## src/rtl/tl_arb2.sv

```systemverilog
// tl_arb2 -- two-master TileLink-UL arbiter.
//
// Merges the A channels of masters m0 and m1 onto a single slave A channel
// through a one-entry output register. Multi-beat Put bursts lock the grant
// to their issuing master, and grants otherwise rotate round-robin. The
// D-channel responses are routed back combinationally using the master-index
// bit prepended to the slave-side source field.
//
// Ports:
//   clock, reset            sole clock (rising edge); async active-high reset
//   m{0,1}_a_*              master A channels (valid/ready + payload)
//   m{0,1}_d_*              master D channels (valid/ready + payload)
//   s_a_*                   slave A channel, source is {master, source}
//   s_d_*                   slave D channel, source[SRC_W] selects the master
module tl_arb2 #(
    parameter int SRC_W = 3,
    parameter int AW    = 32,
    parameter int DW    = 128
) (
    input  logic               clock,
    input  logic               reset,

    input  logic               m0_a_valid,
    output logic               m0_a_ready,
    input  logic [2:0]         m0_a_opcode,
    input  logic [2:0]         m0_a_param,
    input  logic [7:0]         m0_a_size,
    input  logic [SRC_W-1:0]   m0_a_source,
    input  logic [AW-1:0]      m0_a_address,
    input  logic [DW/8-1:0]    m0_a_mask,
    input  logic [DW-1:0]      m0_a_data,
    input  logic               m0_a_corrupt,

    input  logic               m1_a_valid,
    output logic               m1_a_ready,
    input  logic [2:0]         m1_a_opcode,
    input  logic [2:0]         m1_a_param,
    input  logic [7:0]         m1_a_size,
    input  logic [SRC_W-1:0]   m1_a_source,
    input  logic [AW-1:0]      m1_a_address,
    input  logic [DW/8-1:0]    m1_a_mask,
    input  logic [DW-1:0]      m1_a_data,
    input  logic               m1_a_corrupt,

    output logic               m0_d_valid,
    input  logic               m0_d_ready,
    output logic [2:0]         m0_d_opcode,
    output logic [1:0]         m0_d_param,
    output logic [7:0]         m0_d_size,
    output logic [SRC_W-1:0]   m0_d_source,
    output logic [2:0]         m0_d_sink,
    output logic               m0_d_denied,
    output logic [DW-1:0]      m0_d_data,
    output logic               m0_d_corrupt,

    output logic               m1_d_valid,
    input  logic               m1_d_ready,
    output logic [2:0]         m1_d_opcode,
    output logic [1:0]         m1_d_param,
    output logic [7:0]         m1_d_size,
    output logic [SRC_W-1:0]   m1_d_source,
    output logic [2:0]         m1_d_sink,
    output logic               m1_d_denied,
    output logic [DW-1:0]      m1_d_data,
    output logic               m1_d_corrupt,

    output logic               s_a_valid,
    input  logic               s_a_ready,
    output logic [2:0]         s_a_opcode,
    output logic [2:0]         s_a_param,
    output logic [7:0]         s_a_size,
    output logic [SRC_W:0]     s_a_source,
    output logic [AW-1:0]      s_a_address,
    output logic [DW/8-1:0]    s_a_mask,
    output logic [DW-1:0]      s_a_data,
    output logic               s_a_corrupt,

    input  logic               s_d_valid,
    output logic               s_d_ready,
    input  logic [2:0]         s_d_opcode,
    input  logic [1:0]         s_d_param,
    input  logic [7:0]         s_d_size,
    input  logic [SRC_W:0]     s_d_source,
    input  logic [2:0]         s_d_sink,
    input  logic               s_d_denied,
    input  logic [DW-1:0]      s_d_data,
    input  logic               s_d_corrupt
);

    // Arbitration state
    logic       q_valid;
    logic       prio;
    logic       lock;
    logic       owner;
    logic [3:0] beats_left;

    // Granted master's A payload
    logic               grant;
    logic               can_load;
    logic               xfer;
    logic               g_valid;
    logic [2:0]         g_opcode;
    logic [2:0]         g_param;
    logic [7:0]         g_size;
    logic [SRC_W-1:0]   g_source;
    logic [AW-1:0]      g_address;
    logic [DW/8-1:0]    g_mask;
    logic [DW-1:0]      g_data;
    logic               g_corrupt;
    logic [4:0]         beats;

    always_comb begin
        if (lock)
            grant = owner;
        else if (m0_a_valid != m1_a_valid)
            grant = m1_a_valid;
        else
            grant = prio;
    end

    assign can_load   = !q_valid || s_a_ready;
    assign m0_a_ready = can_load && !grant && !reset;
    assign m1_a_ready = can_load &&  grant && !reset;

    always_comb begin
        if (grant) begin
            g_valid   = m1_a_valid;
            g_opcode  = m1_a_opcode;
            g_param   = m1_a_param;
            g_size    = m1_a_size;
            g_source  = m1_a_source;
            g_address = m1_a_address;
            g_mask    = m1_a_mask;
            g_data    = m1_a_data;
            g_corrupt = m1_a_corrupt;
        end else begin
            g_valid   = m0_a_valid;
            g_opcode  = m0_a_opcode;
            g_param   = m0_a_param;
            g_size    = m0_a_size;
            g_source  = m0_a_source;
            g_address = m0_a_address;
            g_mask    = m0_a_mask;
            g_data    = m0_a_data;
            g_corrupt = m0_a_corrupt;
        end
    end

    assign xfer = g_valid && can_load && !reset;

    // Only Put messages larger than one 16-byte beat are multi-beat;
    // sizes above 256 bytes are not supported and fall to 1 beat.
    always_comb begin
        beats = 5'd1;
        if (g_opcode == 3'd0 || g_opcode == 3'd1) begin
            case (g_size)
                8'd5:    beats = 5'd2;
                8'd6:    beats = 5'd4;
                8'd7:    beats = 5'd8;
                8'd8:    beats = 5'd16;
                default: beats = 5'd1;
            endcase
        end
    end

    always_ff @(posedge clock or posedge reset) begin
        if (reset) begin
            q_valid     <= 1'b0;
            s_a_opcode  <= '0;
            s_a_param   <= '0;
            s_a_size    <= '0;
            s_a_source  <= '0;
            s_a_address <= '0;
            s_a_mask    <= '0;
            s_a_data    <= '0;
            s_a_corrupt <= 1'b0;
            prio        <= 1'b0;
            lock        <= 1'b0;
            owner       <= 1'b0;
            beats_left  <= '0;
        end else if (xfer) begin
            q_valid     <= 1'b1;
            s_a_opcode  <= g_opcode;
            s_a_param   <= g_param;
            s_a_size    <= g_size;
            s_a_source  <= {grant, g_source};
            s_a_address <= g_address;
            s_a_mask    <= g_mask;
            s_a_data    <= g_data;
            s_a_corrupt <= g_corrupt;
            if (lock) begin
                // Continuation beat of a locked burst; the last one releases
                // the lock and hands priority to the other master.
                beats_left <= beats_left - 4'd1;
                if (beats_left == 4'd1) begin
                    lock <= 1'b0;
                    prio <= ~owner;
                end
            end else if (beats > 5'd1) begin
                lock       <= 1'b1;
                owner      <= grant;
                beats_left <= 4'(beats - 5'd1);
            end else begin
                prio <= ~grant;
            end
        end else if (s_a_ready) begin
            q_valid <= 1'b0;
        end
    end

    assign s_a_valid = q_valid;

    // D routing: purely combinational, selected by the prepended master bit
    logic d_sel;
    assign d_sel      = s_d_source[SRC_W];
    assign m0_d_valid = s_d_valid && !d_sel;
    assign m1_d_valid = s_d_valid &&  d_sel;
    assign s_d_ready  = d_sel ? m1_d_ready : m0_d_ready;

    assign m0_d_opcode  = s_d_opcode;
    assign m0_d_param   = s_d_param;
    assign m0_d_size    = s_d_size;
    assign m0_d_source  = s_d_source[SRC_W-1:0];
    assign m0_d_sink    = s_d_sink;
    assign m0_d_denied  = s_d_denied;
    assign m0_d_data    = s_d_data;
    assign m0_d_corrupt = s_d_corrupt;

    assign m1_d_opcode  = s_d_opcode;
    assign m1_d_param   = s_d_param;
    assign m1_d_size    = s_d_size;
    assign m1_d_source  = s_d_source[SRC_W-1:0];
    assign m1_d_sink    = s_d_sink;
    assign m1_d_denied  = s_d_denied;
    assign m1_d_data    = s_d_data;
    assign m1_d_corrupt = s_d_corrupt;

endmodule

```

## config.mk

```make
export PLATFORM = sky130hd
export DESIGN_NAME = tl_arb2
export DESIGN_NICKNAME = d
export VERILOG_FILES = /design/src/rtl/tl_arb2.sv
export SDC_FILE = /design/constraint.sdc
export NUM_CORES = 1
export LEC_CHECK = 0
export CORE_AREA = 2 2 404 406
export CTS_CLUSTER_DIAMETER = 50
export DETAILED_ROUTE_END_ITERATION = 10
export DIE_AREA = 0 0 406 408
export SYNTH_ARGS = -nofsm -noshare
export SYNTH_HDL_FRONTEND = slang
export SYNTH_SLANG_ARGS = --single-unit
```

## constraint.sdc

```tcl
create_clock -name clock -period 17.2 [get_ports clock]
set_input_delay 3.44 -clock clock [delete_from_list [all_inputs] [get_ports clock]]
set_output_delay 3.44 -clock clock [all_outputs]
set_load 0.1 [all_outputs]
```

==> flow_metrics.py, run 1 <==
metrics = {
    "run_status": {
        "status": "finished, final reports clean",
    },
    "floorplanning": {
        "row_count": 148,
        "die_w_um": 406,
        "fp.dieArea_um2": 166000,
        "die_h_um": 408,
        "initial_core_util_pct": 7.46,
        "core-area_um2": 162000,
        "io_pins": 1045,
    },
    "synth": {
        "async_flop_share_pct": 100,
        "synthTopCellsByArea": "dfrtp_1 42%, buf_4 19%, mux2i_1 16%, o21ai_0 7.8%, nand2_1 6.4%",
        "synth_fp_nets": 1813,
        "syn_area_um2": 12100,
        "yosys_warnings": 0,
        "synth.distinct_cells": 48,
        "synth.avg_cell_area_um2": 9.54,
        "synth.top_cell.area_share_pct": 42.1,
        "synthTopCellsByCount": "300 x buf_4, 207 x nand2_1, 203 x dfrtp_1",
        "synth_edf_count": 0,
        "yosysTopAreaCell": "dfrtp_1",
        "yosysMostFrequentCell": "buf_4",
        "synth_flop_cell": "dfrtp_1",
        "ys_ff_latch": 203,
        "synthCells": 1263,
        "ys_seq_area_share_pct": 42.1,
    },
    "global_routing": {
        "use_met1_pct": 11.1,
        "busiest_layer": "met2",
        "grt-ovfl-total": 0,
        "grtUsageTotal_pct": 9.44,
        "grtUsageMet2_pct": 14.3,
        "grt_pass1_wl_um": 101000,
        "grt_antenna_before_repair": 22,
        "use_met3_pct": 5.17,
        "grt_max_degree": 101,
        "grt_pass1_vias": 9977,
    },
    "clock_network": {
        "cts_buffers": 39,
        "cts_tree": "done",
        "cts_root_buffer": "clkbuf_16",
        "numClockSinks": 203,
        "cts_resized": 0,
        "post_cts_buffers": 0,
        "htreeDepth": 2,
        "cts.reportedPaths.clkPinSlew_ps": 50,
        "ctsHoldBuffers": 0,
        "clockBufferDepth": 3,
        "insertion_delay_ps": 590,
    },
    "sta": {
        "finalHoldViolCount": 0,
        "drv_slew": 0,
        "fin_crit_ps": 9560,
        "skew_ps": 29.8,
        "relSlewSlack_pct": 17.2,
        "final-setup-viol-count": 0,
        "fin_tns_setup_ps": 0,
        "fin_crit_sh_pct": 55.6,
        "max_freq_ghz": 0.105,
        "worst_pin_slew_ps": 1240,
        "layout_setup_ws_ps": 7640,
        "rsz0062_at_grt": "no",
    },
    "detailed_routing": {
        "drc": 0,
        "drt_iter0_markers": 526,
        "avgViaCountPerCell": 2.66,
        "post_drt_wl_per_cell_um": 21.6,
        "drt_wl_total_um": 81200,
        "final_antenna_net_count": 0,
        "vias": 10000,
        "first_pass_iters": 4,
    },
    "cells_and_area": {
        "area_growth_pct": 61.3,
        "drive_above_1_share_pct": 12.4,
        "nets": 2096,
        "multiInputGateArea_um2": 4390,
        "fillerInstances": 18600,
        "register_area_um2": 5080,
    },
    "placement": {
        "place_ws_ps": 7560,
        "post-dp-hpwl_um": 71500,
        "io_buffers": 597,
        "gp_congestion": 0.844,
    },
    "hold_path": {
        "holdCritPathClass": "reg -> reg",
        "min_delay_path_depth": 2,
    },
    "setup_path": {
        "end_kind": "primary output",
        "worstSetupPathType": "in -> out",
        "critical_path_arrival_ps": 6120,
        "rr_worst_depth": 7,
        "crit_fanout": 86,
        "critPathLaunchType": "primary input",
        "crit_required_ps": 13760,
    },
    "power": {
        "power.leakage_nw": 7.93,
        "ir_drop_uv": 87.2,
        "finalPower_mw": 3.70,
        "power.density_nw_per_um2": 190,
    },
    "run": {
        "drv_cap": 0,
    },
}
[area by class of cell]
type,count,share of cell area [%]
clock inverter,22,1.13
antenna,6,0.0772
clock buffer,48,5.66
tap,2175,14.0
timing repair buffer,608,30.2
inverter,10,0.232
multi-input combinational,684,22.6
sequential,203,26.1
[worst paths after layout]
path	from	endpoint	slack [ps]
worst max-delay path	reset	m0_a_ready	7640
worst min-delay path	s_a_data[17]$_DFFE_PP0P_	s_a_data[17]$_DFFE_PP0P_	480
worst max register to register	lock$_DFFE_PP0P_	s_a_data[100]$_DFFE_PP0P_	13630
worst min register to register	s_a_data[17]$_DFFE_PP0P_	s_a_data[17]$_DFFE_PP0P_	480
max in group asynchronous	reset	s_a_data[121]$_DFFE_PP0P_	12420
min in group asynchronous	reset	s_a_data[14]$_DFFE_PP0P_	3360
[cells by family (layout without fill, tap and decap cells)]
family                     Yosys count  in the layout  synth area share [%]
muxes                              199            199                  16.6
DFF                                203            203                  42.1
and+or+nand+nor                    253            253                  8.97
xor gates and xnor gates             3              3                 0.218
adders and majority gates            4              4                 0.415
AOI/OAI and AO/OA                  225            225                  10.1
buffers and inverters              376            688                  21.6
other                                0              6                     0
[stage by stage]
step           cell area, µm²  utilization [%]  cells  hold slack (ps)
4_1_cts                 19400             12.0   3750              482
5_1_grt                 19400             12.0   3754              496
2_1_floorplan           12100                -   1263              513
6_report                19400             12.0   3756              476
3_5_place_dp            18100             11.2   3680              469
3_3_place_gp            18100             11.2   3680              465
[cell usage in the layout, fill, tap and decap left out, types with 2 or more instances in the layout]
master	n
xor2_1	3
nand4_1	2
nand3_1	5
and3_1	3
a22o_1	2
nor4_2	2
o21ai_1	13
clkdlybuf4s50_1	496
nor3_1	2
nand4b_1	2
mux2i_1	197
and2_1	4
ha_1	4
buf_4	97
o21ai_0	187
nor2_1	10
inv_6	9
clkinv_2	3
diode_2	6
inv_1	8
buf_2	8
nand2b_1	2
a211o_1	2
nor4b_1	4
nor2b_1	3
a21o_1	3
a21oi_1	4
inv_8	6
clkbuf_8	7
nand2_1	207
o211ai_1	3
clkinvlp_4	2
clkbuf_16	40
buf_12	7
dfrtp_1	203
[flip-flops by register name, indices dropped and copies added, names as in the netlist]
signal and flops:
s_a_source 4, s_a_param 3, owner 1, s_a_size 8, s_a_valid 1, s_a_mask 16
s_a_address 32, s_a_corrupt 1, beats_left 4, s_a_data 128, prio 1, s_a_opcode 3
lock 1
[power by group]
group / switching (mW) / internal (mW) / leakage (nW)
clock: 0.309 / 0.480 / 0.653
sequential: 0.0971 / 0.628 / 2.49
combinational: 1.68 / 0.504 / 4.78
total: 2.08 / 1.61 / 7.93
[worst max-delay path, stage by stage]
cell	delay, ps
clkdlybuf4s50_1	490
inv_8	480
nand2_1	190
nor2_1	160
clkdlybuf4s50_1	1270
[layer usage]
layer,up-vias,share of wire [%]
li1,4547,-
met1,4537,39
met2,753,43
met3,151,13
met4,16,3.9
met5,-,0.17
Power figures use the tool's default switching activity.
==> inputs of run 2 (changes only) <==
--- a/config.mk
+++ b/config.mk
@@ -5,10 +5,10 @@
 export SDC_FILE = /design/constraint.sdc
 export NUM_CORES = 1
 export LEC_CHECK = 0
-export CORE_AREA = 2 2 404 406
+export CORE_AREA = 2 2 410 412
 export CTS_CLUSTER_DIAMETER = 50
 export DETAILED_ROUTE_END_ITERATION = 10
-export DIE_AREA = 0 0 406 408
+export DIE_AREA = 0 0 412 414
 export SYNTH_ARGS = -nofsm -noshare
 export SYNTH_HDL_FRONTEND = slang
 export SYNTH_SLANG_ARGS = --single-unit
==> constraint.sdc (replaced) <==
create_clock -name clock -period 9.2 [get_ports clock]
set_input_delay 1.84 -clock clock [delete_from_list [all_inputs] [get_ports clock]]
set_output_delay 1.84 -clock clock [all_outputs]
set_load 0.1 [all_outputs]
==> flow_metrics.py, run 2 (synthesis gave the netlist of run 1 again) <==
metrics = {
    "global_routing": {
        "grt_pass1_vias": 10100,
        "grt_pass1_wl_um": 106000,
        "grt_max_degree": 111,
        "grtUsageTotal_pct": 9.58,
        "grt-ovfl-total": 0,
        "grt_antenna_before_repair": 29,
    },
    "clock_network": {
        "cts_buffers": 36,
        "post_cts_buffers": 0,
        "numClockSinks": 203,
        "cts.reportedPaths.clkPinSlew_ps": 50,
        "ctsHoldBuffers": 0,
        "cts_tree": "done",
        "clockBufferDepth": 3,
        "htreeDepth": 2,
        "cts_root_buffer": "clkbuf_16",
        "cts_resized": 0,
        "insertion_delay_ps": 600,
    },
    "floorplanning": {
        "row_count": 150,
        "die_h_um": 414,
        "die_w_um": 412,
        "io_pins": 1045,
        "core-area_um2": 166000,
        "initial_core_util_pct": 7.25,
        "fp.dieArea_um2": 171000,
    },
    "setup_path": {
        "critical_path_arrival_ps": 4510,
        "crit_required_ps": 7360,
        "crit_fanout": 30,
        "end_kind": "primary output",
        "critPathLaunchType": "primary input",
        "worstSetupPathType": "in -> out",
    },
    "cells_and_area": {
        "stdcell_area_um2": 19400,
        "final_cell_mix": "490 x clkdlybuf4s50_1, 207 x nand2_1, 203 x dfrtp_1",
        "nets": 2097,
        "fillerInstances": 19200,
        "top_register": "s_a_data",
        "top_regs": "s_a_data x128, s_a_address x32, s_a_mask x16",
        "area_growth_pct": 60.6,
        "largest_reg_flops": 128,
        "drive_above_1_share_pct": 12.4,
        "fin_cells": 3791,
        "fin_util_pct": 11.6,
        "layout_commonest_cell": "clkdlybuf4s50_1",
    },
    "sta": {
        "hold_slack_ps": 478,
        "drv_slew": 0,
        "fin_crit_ps": 6350,
        "max_freq_ghz": 0.158,
        "skew_ps": 30.0,
        "finalHoldViolCount": 0,
        "fin_crit_sh_pct": 69.0,
        "relSlewSlack_pct": 19.9,
        "fin_tns_setup_ps": 0,
        "worst_pin_slew_ps": 1200,
        "rsz0062_at_grt": "no",
        "layout_setup_ws_ps": 2850,
        "final-setup-viol-count": 0,
    },
    "detailed_routing": {
        "vias": 10200,
        "post_drt_wl_per_cell_um": 22.4,
        "drt_iter0_markers": 665,
        "final_antenna_net_count": 0,
        "first_pass_iters": 5,
        "drt_wl_total_um": 85000,
        "avgViaCountPerCell": 2.69,
        "drc": 0,
    },
    "placement": {
        "dp.cells": 3713,
        "gp_congestion": 0.873,
        "io_buffers": 597,
        "post-dp-hpwl_um": 74800,
        "placed_area_um2": 18100,
        "place_ws_ps": 2760,
    },
    "power": {
        "finalPower_mw": 6.85,
        "power.leakage_nw": 7.88,
        "ir_drop_uv": 127,
        "power.density_nw_per_um2": 354,
    },
    "hold_path": {
        "holdCritPathClass": "reg -> reg",
    },
    "run": {
        "drv_cap": 0,
    },
    "run_status": {
        "status": "finished, final reports clean",
    },
}
## run 2: changes by cell type in the layout (fill, tap and decap cells not counted), moves of 6 or more
cell | previous run | this run
inv_8 | 6 | 0
inv_6 | 9 | 3
clkdlybuf4s50_1 | 496 | 490
clkbuf_1 | 1 | 7
diode_2 | 6 | 13
buf_4 | 97 | 105
## run 2: final cells by class
cell class | count | area [µm²] | area share [%]
Timing Repair Buffer | 612 | 5840 | 30.2
Clock inverter | 14 | 178 | 0.918
Antenna cell | 13 | 32.5 | 0.168
Sequential cell | 203 | 5080 | 26.2
Clock buffer | 51 | 1050 | 5.42
Multi-Input combinational cell | 684 | 4390 | 22.7
Tap cell | 2204 | 2760 | 14.2
Inverter | 10 | 41.3 | 0.213
## run 2: per-layer routing
metal / part of all wire (%) / track usage (%)
met5: 0.033 / 0
met2: 42 / 14.0
met3: 12 / 4.70
met1: 42 / 11.7
met4: 4.3 / 4.22
## run 2: worst max-delay path, stage by stage
cell	delay (ps)
clkdlybuf4s50_1	440
clkinvlp_4	70
buf_4	470
nand2_1	320
nor2_1	190
clkdlybuf4s50_1	1150
## run 2: final timing paths
kind                       depth (start not counted)                         to  slack, ps               startpoint
setup / recovery                                   6                 m0_a_ready       2850                    reset
max in group asynchronous                          5    s_a_mask[7]$_DFFE_PP0P_       5460                    reset
setup reg to reg                                   7  s_a_data[123]$_DFFE_PP0P_       5320         lock$_DFFE_PP0P_
hold reg to reg                                    2    s_a_mask[3]$_DFFE_PP0P_        480  s_a_mask[3]$_DFFE_PP0P_
min in group asynchronous                          3   s_a_data[37]$_DFFE_PP0P_       1750                    reset
hold / removal                                     2    s_a_mask[3]$_DFFE_PP0P_        480  s_a_mask[3]$_DFFE_PP0P_
## run 2: power breakdown
part           leakage, nW  internal, mW  switching [mW]
Combinational         4.78         0.925            3.18
Clock                0.599         0.857           0.529
Sequential            2.49          1.17           0.189
Total                 7.88          2.96            3.89
==> inputs of run 3 (changes only) <==
--- a/config.mk
+++ b/config.mk
@@ -5,10 +5,10 @@
 export SDC_FILE = /design/constraint.sdc
 export NUM_CORES = 1
 export LEC_CHECK = 0
-export CORE_AREA = 2 2 410 412
+export CORE_AREA = 2 2 406 408
 export CTS_CLUSTER_DIAMETER = 50
 export DETAILED_ROUTE_END_ITERATION = 10
-export DIE_AREA = 0 0 412 414
+export DIE_AREA = 0 0 408 410
 export SYNTH_ARGS = -nofsm -noshare
 export SYNTH_HDL_FRONTEND = slang
 export SYNTH_SLANG_ARGS = --single-unit
==> constraint.sdc (replaced) <==
create_clock -name clock -period 5.25 [get_ports clock]
set_input_delay 1.05 -clock clock [delete_from_list [all_inputs] [get_ports clock]]
set_output_delay 1.05 -clock clock [all_outputs]
set_load 0.1 [all_outputs]
==> flow_metrics.py, run 3 (synthesis gave the netlist of run 1 again) <==
metrics = {
    "run_status": {
        "status": "finished, final reports clean",
    },
    "cells_and_area": {
        "largest_reg_flops": 128,
        "nets": 2089,
        "drive_above_1_share_pct": 9.78,
        "stdcell_area_um2": 19300,
        "final_cell_mix": "527 x clkdlybuf4s50_1, 207 x nand2_1, 203 x dfrtp_1",
        "top_regs": "s_a_data x128, s_a_address x32, s_a_mask x16",
        "top_register": "s_a_data",
        "area_growth_pct": 60.0,
        "fillerInstances": 18800,
        "layout_commonest_cell": "clkdlybuf4s50_1",
        "fin_cells": 3761,
    },
    "run": {
        "drv_cap": 0,
    },
    "power": {
        "power.leakage_nw": 7.75,
        "ir_drop_uv": 320,
        "power.density_nw_per_um2": 595,
    },
    "sta": {
        "finalHoldViolCount": 0,
        "skew_ps": 25.1,
        "max_freq_ghz": 0.255,
        "final-setup-viol-count": 0,
        "drv_slew": 0,
        "hold_slack_ps": 482,
        "relSlewSlack_pct": 17.6,
        "fin_crit_ps": 3920,
        "rsz0062_at_grt": "no",
        "worst_pin_slew_ps": 1230,
        "fin_crit_sh_pct": 74.7,
    },
    "floorplanning": {
        "row_count": 149,
        "core-area_um2": 163000,
        "die_h_um": 410,
        "fp.dieArea_um2": 167000,
        "io_pins": 1045,
        "die_w_um": 408,
        "initial_core_util_pct": 7.37,
    },
    "setup_path": {
        "crit_required_ps": 4200,
        "end_kind": "primary output",
        "slowest_stage": "clkdlybuf4s50_1",
        "critical_path_arrival_ps": 2870,
        "crit_fanout": 3,
        "cp_cell_sequence": "clkdlybuf4s50_1, mux2_2, clkdlybuf4s50_1",
        "critPathLaunchType": "primary input",
        "critPathMaxStageDelay_ps": 960,
        "worstSetupPathType": "in -> out",
        "crit_top_cell": "clkdlybuf4s50_1",
    },
    "placement": {
        "placed_area_um2": 18200,
        "dp.cells": 3695,
        "io_buffers": 597,
        "post-dp-hpwl_um": 59700,
        "gp_congestion": 0.847,
    },
    "clock_network": {
        "post_cts_buffers": 0,
        "cts_root_buffer": "clkbuf_16",
        "ctsHoldBuffers": 0,
        "clockBufferDepth": 3,
        "cts.reportedPaths.clkPinSlew_ps": 60,
        "cts_tree": "done",
        "htreeDepth": 1,
        "numClockSinks": 203,
        "insertion_delay_ps": 630,
        "cts_resized": 0,
        "cts_buffers": 31,
    },
    "detailed_routing": {
        "vias": 9881,
        "drc": 0,
        "drt_wl_total_um": 69100,
        "drt_iter0_markers": 423,
        "avgViaCountPerCell": 2.63,
        "first_pass_iters": 5,
        "post_drt_wl_per_cell_um": 18.4,
        "final_antenna_net_count": 0,
    },
    "global_routing": {
        "grt_antenna_before_repair": 13,
        "grt-ovfl-total": 0,
        "grt_pass1_vias": 9920,
        "grt_pass1_wl_um": 89900,
        "grtUsageTotal_pct": 7.87,
        "grt_max_degree": 157,
    },
    "hold_path": {
        "holdCritPathClass": "reg -> reg",
    },
}
## run 3: cell count changes in the layout (fill, tap and decap cells not counted), moves of 3 or more
cell	previous run	this run
clkbuf_1	7	4
clkdlybuf4s50_1	490	527
buf_12	4	8
clkbuf_16	37	31
diode_2	13	8
o21ai_1	13	195
o21ai_0	187	5
buf_2	11	5
buf_4	105	66
## run 3: power by group
part / internal [mW] / switching (mW)
registers: 2.06 / 0.332
clock network: 1.23 / 0.848
logic: 1.70 / 5.30
## run 3: metrics by stage
stage	utilization (%)	TNS, ps	power [mW]	worst slack (ps)
6_report	11.8	0	11.5	1330
5_1_grt	11.8	0	12.0	1300
4_1_cts	11.8	0	11.7	1330
3_5_place_dp	11.2	0	9.54	1340
3_3_place_gp	11.2	0	9.51	1320
2_1_floorplan	-	-32100	8.38	-642
## run 3: final timing paths
path,slack [ps],start,endpoint,depth (start not counted)
max,1330,s_d_source[3],s_d_ready,3
max reg2reg,2330,lock$_DFFE_PP0P_,beats_left[2]$_DFFE_PP0P_,9
min,480,s_a_address[8]$_DFFE_PP0P_,s_a_address[8]$_DFFE_PP0P_,2
max in group asynchronous,3240,reset,s_a_data[16]$_DFFE_PP0P_,4
min reg2reg,480,s_a_address[8]$_DFFE_PP0P_,s_a_address[8]$_DFFE_PP0P_,2
min in group asynchronous,1200,reset,s_a_data[68]$_DFFE_PP0P_,3
## run 3: final cells by class
class	instances	area, µm²	share of cell area, %
Antenna cell	8	20.0	0.104
Clock buffer	42	887	4.60
Clock inverter	16	136	0.707
Inverter	10	41.3	0.214
Multi-Input combinational cell	684	4410	22.9
Sequential cell	203	5080	26.3
Tap cell	2189	2740	14.2
Timing Repair Buffer	609	5970	31.0
## run 3: critical path, delay by kind of cell
family / cells / cell delay (ps)
buffers and inverters: 2 / 1470
muxes: 1 / 340
## run 3: routing by layer
| layer | GRT usage (%) | part of all wire [%] | vias to the layer above |
|---|---|---|---|
| li1 | - | - | 4516 |
| met1 | 8.90 | 39 | 4525 |
| met2 | 12.3 | 45 | 729 |
| met3 | 4.61 | 13 | 107 |
| met4 | 2.36 | 2.9 | 4 |
| met5 | 1.06 | 0.37 | - |
